==> config.mk <==
export PLATFORM = sky130hd
export DESIGN_NAME = rx_uart_ex
export DESIGN_NICKNAME = d
export VERILOG_FILES = /design/src/rtl/rx_uart_ex.sv
export SDC_FILE = /design/constraint.sdc
export NUM_CORES = 1
export LEC_CHECK = 0
export CORE_MARGIN = 1.5
export CORE_UTILIZATION = 51
export CTS_CLUSTER_DIAMETER = 80
export DETAILED_ROUTE_END_ITERATION = 16
export PLACE_DENSITY = 0.65
export SLEW_MARGIN = 40
export SYNTH_ARGS = -nofsm -noshare
export SYNTH_HDL_FRONTEND = slang
export SYNTH_SLANG_ARGS = --single-unit
==> constraint.sdc <==
create_clock -name clk -period 8.5 [get_ports clk]
set_clock_uncertainty 0.2 [all_clocks]
set_input_delay 0.85 -clock clk [delete_from_list [all_inputs] [get_ports clk]]
set_output_delay 0.85 -clock clk [all_outputs]
set_load 0.05 [all_outputs]
==> src/rtl/rx_uart_ex.sv <==
// rx_uart_ex: configurable UART receiver with 3-sample majority voting
// and a first-word-fall-through FIFO carrying per-frame error flags.
module rx_uart_ex #(
    parameter int DATA_BITS   = 8,
    parameter int FIFO_DEPTH  = 16,
    parameter int SYNC_STAGES = 2
) (
    input  logic                        clk,
    input  logic                        rst_n,
    input  logic [15:0]                 baud_div,
    input  logic [1:0]                  parity_mode,
    input  logic                        stop_bits,
    input  logic                        rx_pin,
    input  logic                        rd_en,
    output logic                        rd_valid,
    output logic [DATA_BITS-1:0]        rd_data,
    output logic                        rd_perr,
    output logic                        rd_ferr,
    output logic [$clog2(FIFO_DEPTH):0] fifo_count,
    output logic                        overrun,
    input  logic                        clr_ovr,
    output logic                        busy
);
    localparam int AW = $clog2(FIFO_DEPTH);
    localparam int EW = DATA_BITS + 2;
    localparam int BW = $clog2(DATA_BITS);

    typedef enum logic [2:0] {
        S_IDLE, S_START, S_DATA, S_PARITY, S_STOP
    } state_t;

    state_t                 r_state, w_state_n;
    logic [SYNC_STAGES-1:0] r_sync;
    logic [15:0]            r_cnt, w_cnt_n;
    logic [BW-1:0]          r_bit, w_bit_n;
    logic [DATA_BITS-1:0]   r_shift, w_shift_n;
    logic                   r_s0, r_s1;
    logic                   r_perr, w_perr_n;
    logic                   r_ferr, w_ferr_n;
    logic                   r_stop_idx, w_stop_idx_n;
    logic                   r_par_en, r_par_odd, r_two;
    logic                   w_cfg_ld, w_push;
    logic                   w_rxs, w_maj, w_dec, w_last;
    logic [15:0]            w_h;

    assign w_rxs  = r_sync[SYNC_STAGES-1];
    assign w_h    = {1'b0, baud_div[15:1]};
    assign w_dec  = (r_cnt == w_h + 16'd1);
    assign w_last = (r_cnt == baud_div - 16'd1);
    assign w_maj  = (r_s0 & r_s1) | (r_s0 & w_rxs) | (r_s1 & w_rxs);

    always_ff @(posedge clk) begin
        if (!rst_n) begin
            r_sync     <= '1;
            r_state    <= S_IDLE;
            r_cnt      <= '0;
            r_bit      <= '0;
            r_shift    <= '0;
            r_s0       <= 1'b1;
            r_s1       <= 1'b1;
            r_perr     <= 1'b0;
            r_ferr     <= 1'b0;
            r_stop_idx <= 1'b0;
            r_par_en   <= 1'b0;
            r_par_odd  <= 1'b0;
            r_two      <= 1'b0;
        end else begin
            r_sync     <= {r_sync[SYNC_STAGES-2:0], rx_pin};
            r_state    <= w_state_n;
            r_cnt      <= w_cnt_n;
            r_bit      <= w_bit_n;
            r_shift    <= w_shift_n;
            r_perr     <= w_perr_n;
            r_ferr     <= w_ferr_n;
            r_stop_idx <= w_stop_idx_n;
            if (r_cnt == w_h - 16'd1) r_s0 <= w_rxs;
            if (r_cnt == w_h)         r_s1 <= w_rxs;
            if (w_cfg_ld) begin
                r_par_en  <= (parity_mode == 2'd1) || (parity_mode == 2'd2);
                r_par_odd <= (parity_mode == 2'd2);
                r_two     <= stop_bits;
            end
        end
    end

    // The IDLE cycle that sees the start edge counts as cnt=0 of the start cell.
    always_comb begin
        w_state_n    = r_state;
        w_cnt_n      = w_last ? 16'd0 : r_cnt + 16'd1;
        w_bit_n      = r_bit;
        w_shift_n    = r_shift;
        w_perr_n     = r_perr;
        w_ferr_n     = r_ferr;
        w_stop_idx_n = r_stop_idx;
        w_cfg_ld     = 1'b0;
        w_push       = 1'b0;
        unique case (r_state)
            S_IDLE: begin
                w_cnt_n = '0;
                if (!w_rxs) begin
                    w_state_n    = S_START;
                    w_cnt_n      = 16'd1;
                    w_bit_n      = '0;
                    w_shift_n    = '0;
                    w_perr_n     = 1'b0;
                    w_ferr_n     = 1'b0;
                    w_stop_idx_n = 1'b0;
                    w_cfg_ld     = 1'b1;
                end
            end
            S_START: begin
                if (w_dec && w_maj) w_state_n = S_IDLE;
                else if (w_last)    w_state_n = S_DATA;
            end
            S_DATA: begin
                if (w_dec) w_shift_n = {w_maj, r_shift[DATA_BITS-1:1]};
                if (w_last) begin
                    if (r_bit == BW'(DATA_BITS - 1)) begin
                        w_bit_n   = '0;
                        w_state_n = r_par_en ? S_PARITY : S_STOP;
                    end else begin
                        w_bit_n = r_bit + 1'b1;
                    end
                end
            end
            S_PARITY: begin
                if (w_dec) w_perr_n = ((^r_shift) ^ w_maj) != r_par_odd;
                if (w_last) w_state_n = S_STOP;
            end
            S_STOP: begin
                if (w_dec) begin
                    if (!w_maj) w_ferr_n = 1'b1;
                    if (r_stop_idx == r_two) begin
                        w_push    = 1'b1;
                        w_state_n = S_IDLE;
                    end
                end
                if (w_last && (w_state_n == S_STOP)) w_stop_idx_n = 1'b1;
            end
            default: w_state_n = S_IDLE;
        endcase
    end

    logic [EW-1:0] r_mem [FIFO_DEPTH];
    logic [AW-1:0] r_wp, r_rp;
    logic [AW:0]   r_count;
    logic          r_ovr;
    logic          w_full, w_pop, w_wr, w_ovr_set;
    logic [EW-1:0] w_head;

    assign w_full    = (r_count == (AW+1)'(FIFO_DEPTH));
    assign w_pop     = rd_en && (r_count != '0);
    assign w_wr      = w_push && (!w_full || w_pop);
    assign w_ovr_set = w_push && w_full && !w_pop;
    assign w_head    = r_mem[r_rp];

    always_ff @(posedge clk) begin
        if (w_wr) r_mem[r_wp] <= {w_ferr_n, r_perr, r_shift};
    end

    always_ff @(posedge clk) begin
        if (!rst_n) begin
            r_wp    <= '0;
            r_rp    <= '0;
            r_count <= '0;
            r_ovr   <= 1'b0;
        end else begin
            if (w_wr)  r_wp <= r_wp + 1'b1;
            if (w_pop) r_rp <= r_rp + 1'b1;
            unique case ({w_wr, w_pop})
                2'b10:   r_count <= r_count + 1'b1;
                2'b01:   r_count <= r_count - 1'b1;
                default: r_count <= r_count;
            endcase
            // A fresh drop outranks a simultaneous clear.
            if (w_ovr_set)    r_ovr <= 1'b1;
            else if (clr_ovr) r_ovr <= 1'b0;
        end
    end

    assign rd_valid   = (r_count != '0);
    assign rd_data    = rd_valid ? w_head[DATA_BITS-1:0] : '0;
    assign rd_perr    = rd_valid & w_head[DATA_BITS];
    assign rd_ferr    = rd_valid & w_head[DATA_BITS+1];
    assign fifo_count = r_count;
    assign overrun    = r_ovr;
    assign busy       = (r_state != S_IDLE);

endmodule

Yosys cells after proc, flatten, opt, wreduce, memory -nomap -nowiden
Memories as Yosys holds them, arrays and structs flattened. A register that Yosys moved wholly into a read port is not among the register bits.
Cells that the tools add are included.
{"block": "totals", "reg_bits": 54, "ramBits": 160, "input_bits": 24, "wordCells": 127, "mem_count": 1}
{"block": "op_classes", "add_sub_neg": 9, "n_eq_ne": 25, "mux": 43, "bitwise": 8, "reduce_logical": 24}
{"name": "r_mem", "words": 16, "width": 10, "read_ports": 1, "rd_clocked_by_memory_dff": 1, "write_ports": 1, "line": "144", "source": "logic [EW-1:0] r_mem [FIFO_DEPTH];"}
{"cell": "$eq A16 B16 Y1", "count": 3}
{"cell": "$mux W3", "count": 13}
{"cell": "$mux W16", "count": 2}
{"cell": "$mux W8", "count": 3}
{"cell": "$add A15 B1 Y16 const B", "count": 1}
{"cell": "$add A16 B1 Y16 const B", "count": 1}
{"cell": "$eq A16 B15 Y1", "count": 1}
{"cell": "$mux W1", "count": 16}
{"cell": "$pmux W8 S2", "count": 1}
{"cell": "$sub A15 B1 Y16 const B", "count": 1}
{"cell": "$sub A16 B1 Y16 const B", "count": 1}
{"cell": "$pmux W3 S5", "count": 1}
{"cell": "$ne A2 B2 Y1 const B", "count": 7}
{"cell": "$reduce_and A3 Y1", "count": 4}
{"cell": "$pmux W5 S2", "count": 1}
{"cell": "$reduce_bool A2 Y1", "count": 5}
{"cell": "$eq A3 B3 Y1 const B", "count": 3}
{"cell": "$add A4 B1 Y4 const B", "count": 2}
{"cell": "$mux W4", "count": 2}
{"cell": "$reduce_xor A8 Y1", "count": 1}
{"cell": "$eq A3 B2 Y1 const B", "count": 2}
{"cell": "$logic_and A1 B1 Y1", "count": 6}
{"cell": "$pmux W1 S2", "count": 3}
{"cell": "$pmux W3 S2", "count": 1}
{"cell": "other kinds (19)", "count": 28}

Logic depth before layout (Yosys ltp)
Gate-level depths: netlist of run 1.
{"block": "logic_depth", "depth_word": 8, "depth_mapped": 14}

Least setup slack after synthesis of run 1
Ideal clock, no wire load.
{"block": "synth_timing", "kind": "input to register", "from": "in baud_div[5]", "to": "mem r_mem[0][0] (netlist name) (enable)", "setup_time_ps": 390, "arrival_ps": 3868, "required_ps": 7910, "setup_slack_ps": 4042, "cell_stages": 11, "cell_sequence": "buf_2 > nand3_2 > or3_1 > or3_1 > a22o_1 > or4b_4 > buf_6 > nor2_2 > buf_2 > nand2_1 > nor3_1"}
{"block": "synth_between", "elab_chain_len": 7}
{"item": "from (decl)", "line": "10", "source": "input logic [15:0] baud_div,"}
{"item": "$add A15 B1 Y16", "line": "48", "source": "assign w_dec = (r_cnt == w_h + 16'd1);"}
{"item": "$eq A16 B16 Y1", "line": "48"}
{"item": "$mux W1", "line": "131", "source": "if (w_dec) begin"}
{"item": "$mux W1", "line": "97", "source": "unique case (r_state)"}
{"item": "$logic_and A1 B1 Y1", "line": "153", "source": "assign w_wr = w_push && (!w_full || w_pop);"}
{"item": "$mux W1", "line": "158", "source": "if (w_wr) r_mem[r_wp] <= {w_ferr_n, r_perr, r_shift};"}
{"item": "$mux W1 (implied by the code)", "line": "158"}
{"item": "to (decl)", "line": "144"}
Every way passes these cells.

Worst setup path after layout of run 1
{"block": "layout_timing", "from": "in baud_div[8]", "to": "reg r_count[4] (netlist: fifo_count[4])"}
{"block": "layout_between", "elab_chain_len": 7, "word_cells_on_any_way": 9, "classes_between": "1 x add/sub; 3 x eq/ne; 3 x mux; 2 x reduce/logical"}
{"item": "$add A15 B1 Y16 (*)", "line": "48"}
{"item": "$eq A16 B16 Y1 (*)", "line": "48"}
{"item": "$mux W1 (*)", "line": "131"}
{"item": "$mux W1 (*)", "line": "97"}
{"item": "$logic_and A1 B1 Y1 (*)", "line": "153"}
{"item": "$eq A2 B1 Y1 or $eq A2 B2 Y1 (tied branches)", "line": "170", "source": "unique case ({w_wr, w_pop})"}
{"item": "$pmux W5 S2 or $reduce_bool A2 Y1 (tied branches)"}
{"item": "to (signal assigned)", "line": "171", "source": "2'b10: r_count <= r_count + 1'b1;"}
{"item": "to (signal assigned)", "line": "172", "source": "2'b01: r_count <= r_count - 1'b1;"}
{"item": "to (signal assigned)", "line": "173", "source": "default: r_count <= r_count;"}
{"item": "to (decl)", "line": "146", "source": "logic [AW:0] r_count;"}
Mark *: on every way between the ends. The rest lies on a longest branch, timed or not.
A chain may end at the register's enable or synchronous reset.

==> summary.md, run 1 <==
| Metric | Value |
|---|---|
| Outcome | completed |
| Synth unique cells | just over 70 |
| Critical Path End Type | register |
| Antenna cell count | 0 |
| Num rows | 52 |
| Post_cts resized | 0 |
| Max_slew headroom | a little under half |
| CTS buffer count | 23 |
| Leak | 4.128 nW |
| Startpoint type of the worst setup path | input pin |
| Fin area | 11,990 um^2 |
| CP arrival | 5.44 ns |
| Global route overflow | 0 |
| Crit Path Class | in2reg |
| Final WL | roughly 25,000 um |
| Initial antenna violation count | 0 |
| Top_reg_cell synth | edfxtp_1 |
| Syn_nets | just under 900 |
| Die area | 21,820 um^2 |
| Worst Path Required | about 8.7 ns |
| Max Clk Rate | 190.5 MHz |
| DRT iter0 DRCs | just under 700 |
| Met3 global-route usage | 3.241% |
| Vias per inst | 6.133 |
| CTS Sinks | between 200 and 250 |
| DP HPWL | approximately 18,000 um |
| Clock tree buffer depth | 3 |
| Fill count | 1,621 |
| Crit path launch | baud_div[8] |
| RSZ-0062 raised after global routing | no |
| Post-route core utilization | 58.86% |
| IO buf count | 41 |
| Max cap viols | 0 |
| Avg Inst Size Synth | 12.73 um^2 |
| CTS clock-pin slew for the worst setup and hold paths | roughly 0.07 ns |
| Hold buffers post-CTS | 0 |
| DRC viols | 0 |
| Setup Fix Bufs, Post-CTS | 0 |
| Most frequent cell after synthesis | edfxtp_1 |
| Nets@finish | 895 |
| Hold_ws | 0.2059 ns |
| I/O Pins | 42 |
| EDFF count, synth | 160 |
| Die Height | 147.7 um |
| Starting Density | 52.45% |
| Yosys warning count | 0 |
| Final Worst Setup Slack | 3.250 ns |
| First drt pass iteration count | 4 |
| Synth top area cells | edfxtp_1, dfxtp_1, mux4_2 |
| First-pass GRT wire length | 39,880 um |
| Worst-skew pair later-pin latency | 0.50 ns |
| DR vias | 7,010 |
| Min-delay src | r_sync[0] |
| Area delta synth->final | 12.22% |
| Power Dens Cells | 241.5 nW/um^2 |
| Tmin final | approximately 5.3 ns |
| Ys async rst share | 0% |
| Worst-margin pin slew | 0.8162 ns |
| Top cell type by total area after synthesis | edfxtp_1 |
| Vias in the first global route | 6,859 |
| Top Usage Layer GRT | met1 |
| Top cell type's share of synthesized area | 44.98% |
| DIE WIDTH | roughly 150 um |
| Synth Register Bits | around 220 |
| Post-Syn Area | 10,680 um^2 |
| Crit-path max FO | 20 |
| Setup TNS | 0 ns |
| Max-slew violations | 0 |
| RD Place Congestion | 0.9172 |
| Setup violators final | 0 |
| Area after DPL | 11,260 um^2 |
| H-tree Lvls | 1 |
| Worst hold path type | reg2reg |
| M1 GR Usage | between 30% and 40% |
| CTS tree | done |
| Layout cells sized above 1 | 12.49% |
| Fin crit share | 61.77% |
| Root Buffer | clkbuf_16 |
| Met2 Use GR | 35.05% |
| Core box area | 20,360 um^2 |
| RR Startpoint | r_cnt[14] |
| WL per Instance | 22.08 um |
| Peak supply drop | 0.1991 mV |
| Post-Synthesis Cells | 839 |
| Hold Violations, Final | 0 |
| Post-route ant nets | 0 |
| Largest net degree at the start of global routing | 41 |
| Sequential area share after synthesis | 55.85% |
| GRT Total Usage | 23.88% |
| Top post-synthesis cells by count | edfxtp_1, nand2_1, dfxtp_1, nor2_1, mux4_2 |
| DP Worst Slack | 2.884 ns |
==> where the power goes <==
group          internal, mW  total, mW  switching (mW)
clock                 0.556      0.945           0.389
combinational         0.308      0.762           0.454
sequential             1.15       1.19          0.0422
total                  2.01       2.89           0.885
==> worst max-delay path, stage by stage <==
cell	delay [ns]
clkdlybuf4s50_1	0.98
nand4_1	0.35
or3_1	0.41
or3_1	0.37
a221o_1	0.33
nor4_1	0.60
nor2_1	0.26
xor2_1	0.21
ha_1	0.25
or3_1	0.32
a21oi_1	0.23
a21oi_1	0.13
mux2i_1	0.14
==> final timing paths <==
| path | to | slack (ns) | cells past startpoint |
|---|---|---|---|
| hold / removal | r_sync[1] | 0.21 | 1 |
| setup / recovery | fifo_count[4] | 3.25 | 13 |
| hold reg to reg | r_sync[1] | 0.21 | 1 |
| setup reg to reg | fifo_count[4] | 4.14 | 12 |
==> layout make-up <==
class	instances	area (um^2)	share of cell area [%]
inverters	16	60.06	0.5010
well taps	270	337.8	2.818
clock buffers	26	586.8	4.896
flip-flops and latches	218	5971	49.81
clock inverters	15	125.1	1.044
multi-input cells	549	4432	36.97
repair buffers	49	474.2	3.956
==> state kept, by name, indices dropped and copies added (netlist names), 2 cells and up, named ones only <==
name        cells
r_rp            4
r_sync          2
r_state         3
r_shift         8
r_wp            4
r_mem         160
fifo_count      5
r_cnt          16
r_bit           3
==> cell usage in the layout, fill, tap and decap left out, types with 19 or more instances in the layout <==
cell type	Yosys	final
edfxtp_1	160	160
nand2_1	72	72
dfxtp_1	58	56
nor2_1	54	50
mux4_2	50	50
xnor2_1	46	46
clkdlybuf4s50_1	0	41
xor2_1	34	34
clkbuf_16	0	23
nand3_1	23	22
mux2i_1	19	19
==> per-layer routing <==
layer / up-vias / part of all wire [%]
met5: - / 0
met4: 0 / 1.5
met3: 33 / 6.9
met2: 230 / 44
met1: 3538 / 48
li1: 3209 / -
==> metrics by stage <==
| stage | total power [mW] | std cells |
|---|---|---|
| finish | 2.895 | 1143 |
| global placement | 1.961 | 1102 |
| CTS | 2.916 | 1143 |
| detailed placement | 1.972 | 1102 |
| floorplan | 1.757 | 839 |
| global route | 3.006 | 1143 |
==> cell families after synthesis <==
kind of cell,Yosys count,share of synthesized area (%)
and+or+nand+nor,283,13.82
DFF,218,55.85
muxes,70,12.43
xor gates and xnor gates,81,6.712
buffers and inverters,72,2.799
AOI/OAI and AO/OA,100,6.654
adders and majority gates,15,1.734
Power figures use the tool's default switching activity.
==> run 2: changes to the inputs <==
- clock period: 8.5 -> 5.15 ns (I/O delays scaled with it)
==> run 2 against run 1 <==
Effect of this change: worst setup slack got worse by 2.3 ns; sequential share of layout area fell by 0.78 points; sequential cell count is the same; count of clock-buffer cells in the layout grew 3; critical path type is now reg2out; critical endpoint is now rd_ferr; largest power group unchanged.
==> summary.md, run 2 (synthesis results as in run 1) <==
| Metric | Value |
|---|---|
| Initial antenna violation count | 0 |
| Setup Fix Bufs, Post-CTS | 0 |
| CP arrival | 3.47 ns |
| Critical Path End Type | output pin |
| Clock tree buffer depth | 3 |
| Tmin final | 4.184 ns |
| Largest net degree at the start of global routing | around 40 |
| Vias per inst | 6.131 |
| Global route overflow | 0 |
| Most frequent cells in the layout | edfxtp_1, nand2_1, dfxtp_1, nor2_1, mux4_2 |
| Core box area | roughly 20,000 um^2 |
| CTS tree | done |
| Crit Path Class | reg2out |
| Fin crit share | 81.24% |
| Max reg flops | 160 |
| I/O Pins | 42 |
| First-pass GRT wire length | 40,610 um |
| Slowest stage delay, CP | 0.70 ns |
| DP HPWL | between 15,000 and 20,000 um |
| Setup TNS | 0 ns |
| CP dominant cell by count | mux4_2 |
| CP Cell Sequence | buf_4, mux4_2, mux4_2, and2_1, clkdlybuf4s50_1 |
| Post_cts resized | 0 |
| Nets@finish | 916 |
| RSZ-0062 raised after global routing | no |
| Max_slew headroom | 47.96% |
| Peak supply drop | 0.3074 mV |
| Hold buffers post-CTS | 0 |
| Multi-input logic area | between 4000 and 5000 um^2 |
| Die area | between 20,000 and 25,000 um^2 |
| Worst-skew pair later-pin latency | 0.51 ns |
| Register Area | 5971 um^2 |
| Final WL | 25,610 um |
| Post-route ant nets | 0 |
| DRT iter0 DRCs | between 500 and 600 |
| Vias in the first global route | 7,191 |
| Power Dens Cells | 403.4 nW/um^2 |
| Max-slew violations | 0 |
| GRT Total Usage | between 20% and 30% |
| H-tree Lvls | 1 |
| DR vias | just over 7,000 |
| WL per Instance | 21.99 um |
| Max cap viols | 0 |
| Setup violators final | 0 |
| IO buf count | 41 |
| Antenna cell count | 0 |
| Largest register by flop count | r_mem |
| Fin area | between 10,000 and 15,000 um^2 |
| First drt pass iteration count | 5 |
| Max Clk Rate | 239.0 MHz |
| Worst Path Required | 4.43 ns |
| Die Height | 147.7 um |
| Hold Violations, Final | 0 |
| Num rows | 52 |
| CTS clock-pin slew for the worst setup and hold paths | 0.06 ns |
| Biggest regs | r_mem x160, r_cnt x16, r_shift x8 |
| DRC viols | 0 |
| Layout cells sized above 1 | 14.53% |
| Outcome | completed |
| CTS buffer count | 23 |
| Root Buffer | clkbuf_16 |
| Area after DPL | 11,410 um^2 |
| Area delta synth->final | 14.01% |
| Worst-margin pin slew | 0.7795 ns |
| Most common cell after layout, fill and taps aside | edfxtp_1 |
| Startpoint type of the worst setup path | register |
| Leak | between 4 and 5 nW |
| RD Place Congestion | 0.9512 |
| Worst hold path type | reg2reg |
| CTS Sinks | around 220 |
| Fill count | about 1,500 |
| Crit-path max FO | 15 |
| Starting Density | 52.45% |
| DIE WIDTH | about 150 um |
| Max stage delay cell, worst path | clkdlybuf4s50_1 |
==> run 2: through the flow <==
step | instances | util (%) | setup WS [ns] | hold WS [ns] | power, mW
after floorplan | 839 | - | 1.027 | 0.1863 | 2.918
after global placement | 1123 | 56.03 | 0.6321 | 0.1931 | 3.296
after detailed placement | 1123 | 56.05 | 0.5564 | 0.2030 | 3.315
after CTS | 1165 | 59.80 | 0.8836 | 0.2213 | 4.959
after global routing | 1165 | 59.80 | 0.7206 | 0.2419 | 5.103
final | 1165 | 59.80 | 0.9661 | 0.2148 | 4.912
==> run 2: worst max-delay path, delay by kind of cell, from the launching register on <==
| family | cells | cell delay (ns) |
|---|---|---|
| multiplexers | 2 | 1.09 |
| buffers and inverters | 2 | 1.09 |
| AND/OR/NAND/NOR | 1 | 0.17 |
| flip-flops | 1 | 0.60 |
==> run 2: final timing paths <==
path / cells after the start / end / slack (ns) / startpoint
max: 5 / rd_ferr / 0.97 / register
min: 1 / r_sync[1] / 0.21 / r_sync[0]
max reg2reg: 7 / r_mem[4][7] / 1.26 / r_cnt[9]
min reg2reg: 1 / r_sync[1] / 0.21 / r_sync[0]
==> run 2: layer usage <==
metal	wire (um)	global-route usage [%]
met5	0	0
met3	2230	4.938
met1	11590	36.03
met2	11400	36.94
met4	396	5.150
==> run 2: where the power goes <==
part / internal (mW) / switching (mW) / leakage [nW]
combinational: 0.543 / 0.742 / 1.64
sequential: 1.89 / 0.0937 / 2.12
clock: 0.954 / 0.688 / 0.356
==> run 2: final cells by class <==
class,count,share of cell area [%]
Tap cell,270,2.774
Timing Repair Buffer,70,5.158
Multi-Input combinational cell,549,36.27
Clock inverter,13,1.284
Inverter,16,0.4932
Clock buffer,29,4.993
Sequential cell,218,49.03
==> run 3: changes to the inputs <==
- clock period: 5.15 -> 4.26 ns (I/O delays scaled with it)
==> run 3 against run 2 <==
Effect of this change: critical path depth increased by 9; power up 20%; utilization up 1.6 points; first-iteration DRC count shrank 9.9%; largest cell class unchanged; worst hold slack better by 0.013 ns; global-route usage up 0.74 points; register-to-register slack got worse by 0.73 ns; highest routed layer unchanged.
==> summary.md, run 3 (synthesis results as in run 1) <==
| Metric | Value |
|---|---|
| Die area | 21,820 um^2 |
| IO buf count | 41 |
| Critical Path End Type | register |
| I/O Pins | 42 |
| DRT iter0 DRCs | 530 |
| Int Pwr | 4.083 mW |
| Worst-skew pair later-pin latency | 0.51 ns |
| Peak supply drop | 0.3402 mV |
| Final WL | 26,020 um |
| Net Sw Power | roughly 1.8 mW |
| Final Worst Setup Slack | about 0.44 ns |
| GRT Total Usage | 24.94% |
| Num rows | 52 |
| Nets@finish | 956 |
| Max_slew headroom | 52.14% |
| Max cap viols | 0 |
| Fin area | between 10,000 and 15,000 um^2 |
| Reg power frac | just under 40% |
| CTS tree | done |
| CP arrival | 4.02 ns |
| CP bufs+invs | 1 |
| Layout cells sized above 1 | 18.38% |
| Vias in the first global route | about 7,300 |
| Post-route ant nets | 0 |
| Worst hold path type | reg2reg |
| Max-slew violations | 0 |
| DRC viols | 0 |
| RR Startpoint | r_cnt[11] |
| Max Clk Rate | around 260 MHz |
| Global route overflow | 0 |
| Initial antenna violation count | 0 |
| Post_cts resized | 0 |
| Critical path depth | 14 |
| Max reg flops | 160 |
| Crit path to | fifo_count[4] |
| CTS clock-pin slew for the worst setup and hold paths | 0.06 ns |
| Starting Density | between 50% and 60% |
| DP Worst Slack | -0.06065 ns |
| Largest register by flop count | r_mem |
| First drt pass iteration count | 5 |
| Hold Violations, Final | 0 |
| Area delta synth->final | 17.11% |
| Setup violators final | 0 |
| Most common cell after layout, fill and taps aside | edfxtp_1 |
| Power Dens Cells | 473.1 nW/um^2 |
| WL per Instance | 21.57 um |
| Leak | 4.349 nW |
| Worst Path Required | 4.46 ns |
| DR vias | 7,163 |
| Biggest regs | r_mem x160, r_cnt x16, r_shift x8 |
| DIE WIDTH | roughly 150 um |
| DP HPWL | roughly 19,000 um |
| Antenna cell count | 0 |
| Crit path launch | baud_div[2] |
| Fill count | ~1,600 |
| RD Place Congestion | 0.8946 |
| R2r endpoint | fifo_count[4] |
| Tmin final | around 3.8 ns |
| Area after DPL | 11,750 um^2 |
| Largest net degree at the start of global routing | 41 |
| CP dominant cell by count | or3_1 |
| Most frequent cells in the layout | edfxtp_1, nand2_1, buf_4, dfxtp_1, nor2_1 |
| Gate power share | 27.7% |
| Die Height | 147.7 um |
| Core box area | 20,360 um^2 |
| Hold_ws | about 0.23 ns |
| Root Buffer | clkbuf_16 |
| First-pass GRT wire length | around 42,000 um |
| R2R Setup Slk | 0.53 ns |
| Sw Ratio | 31.01% |
| Outcome | completed |
| Startpoint type of the worst setup path | input pin |
| Worst-margin pin slew | 0.7169 ns |
| Hold buffers post-CTS | 0 |
| CP Cell Sequence | clkdlybuf4s50_1, ha_1, nand2_1, or3_1, or3_1, a221o_1, nor4_1, nor2_1, xor2_1, ha_1, or3_1, a21oi_1, a21oi_1, mux2i_1 |
| CTS Sinks | about 220 |
| Fin crit share | 89.60% |
| Crit-path max FO | 5 |
| Clock tree buffer depth | 3 |
| CTS buffer count | 24 |
| Crit Path Class | in2reg |
| H-tree Lvls | 1 |
| RSZ-0062 raised after global routing | no |
| R2R cell count | 12 |
| CP delay by family, top | simple AND/OR/NAND/NOR gates |
| Slowest stage delay, CP | 0.49 ns |
| Final Power | 5.919 mW |
| Clock Power Share | 32.7% |
| Max stage delay cell, worst path | clkdlybuf4s50_1 |
| Setup Fix Bufs, Post-CTS | 0 |
| Vias per inst | ~5.9 |
-- run 3: cell type report --
| class | count | area, um^2 | area share (%) |
|---|---|---|---|
| clock buffers | 26 | 608.1 | 4.861 |
| clock inverters | 18 | 146.4 | 1.170 |
| inverters | 16 | 60.06 | 0.4801 |
| multi-input cells | 549 | 4417 | 35.31 |
| flip-flops and latches | 218 | 5969 | 47.72 |
| well taps | 270 | 337.8 | 2.701 |
| repair buffers | 109 | 970.9 | 7.762 |
-- run 3: stage by stage --
stage | util, % | setup TNS (ns) | std cells
final | 61.43 | 0 | 1206
after global routing | 61.43 | 0 | 1206
after CTS | 61.42 | 0 | 1206
after detailed placement | 57.72 | -0.09761 | 1162
after global placement | 57.72 | 0 | 1162
after floorplan | - | 0 | 839
-- run 3: worst min-delay path by stage --
stage	startpoint	endpoint	depth (start not counted)
after detailed placement	r_sync[0]	r_sync[1]	1
after CTS	r_sync[0]	r_sync[1]	1
after global routing	r_sync[0]	r_sync[1]	1
final	r_sync[0]	r_sync[1]	1
after global placement	r_sync[0]	r_sync[1]	1
after floorplan	r_sync[0]	r_sync[1]	1
-- run 3: metal layers --
| layer | up-vias | GRT usage [%] | routed length, um |
|---|---|---|---|
| met4 | 0 | 5.600 | 497 |
| li1 | 3331 | - | - |
| met5 | - | 0 | 0 |
| met1 | 3561 | 36.22 | 11880 |
| met2 | 232 | 39.56 | 12150 |
| met3 | 39 | 4.259 | 1492 |
-- run 3: power by group through the flow --
stage | sequential (mW) | combinational, mW | clock, mW
6_report | 2.34 | 1.64 | 1.94
2_1_floorplan | 2.42 | 1.11 | 0
3_3_place_gp | 2.39 | 1.64 | 0
5_1_grt | 2.35 | 1.74 | 2.05
3_5_place_dp | 2.39 | 1.65 | 0
4_1_cts | 2.34 | 1.66 | 1.98
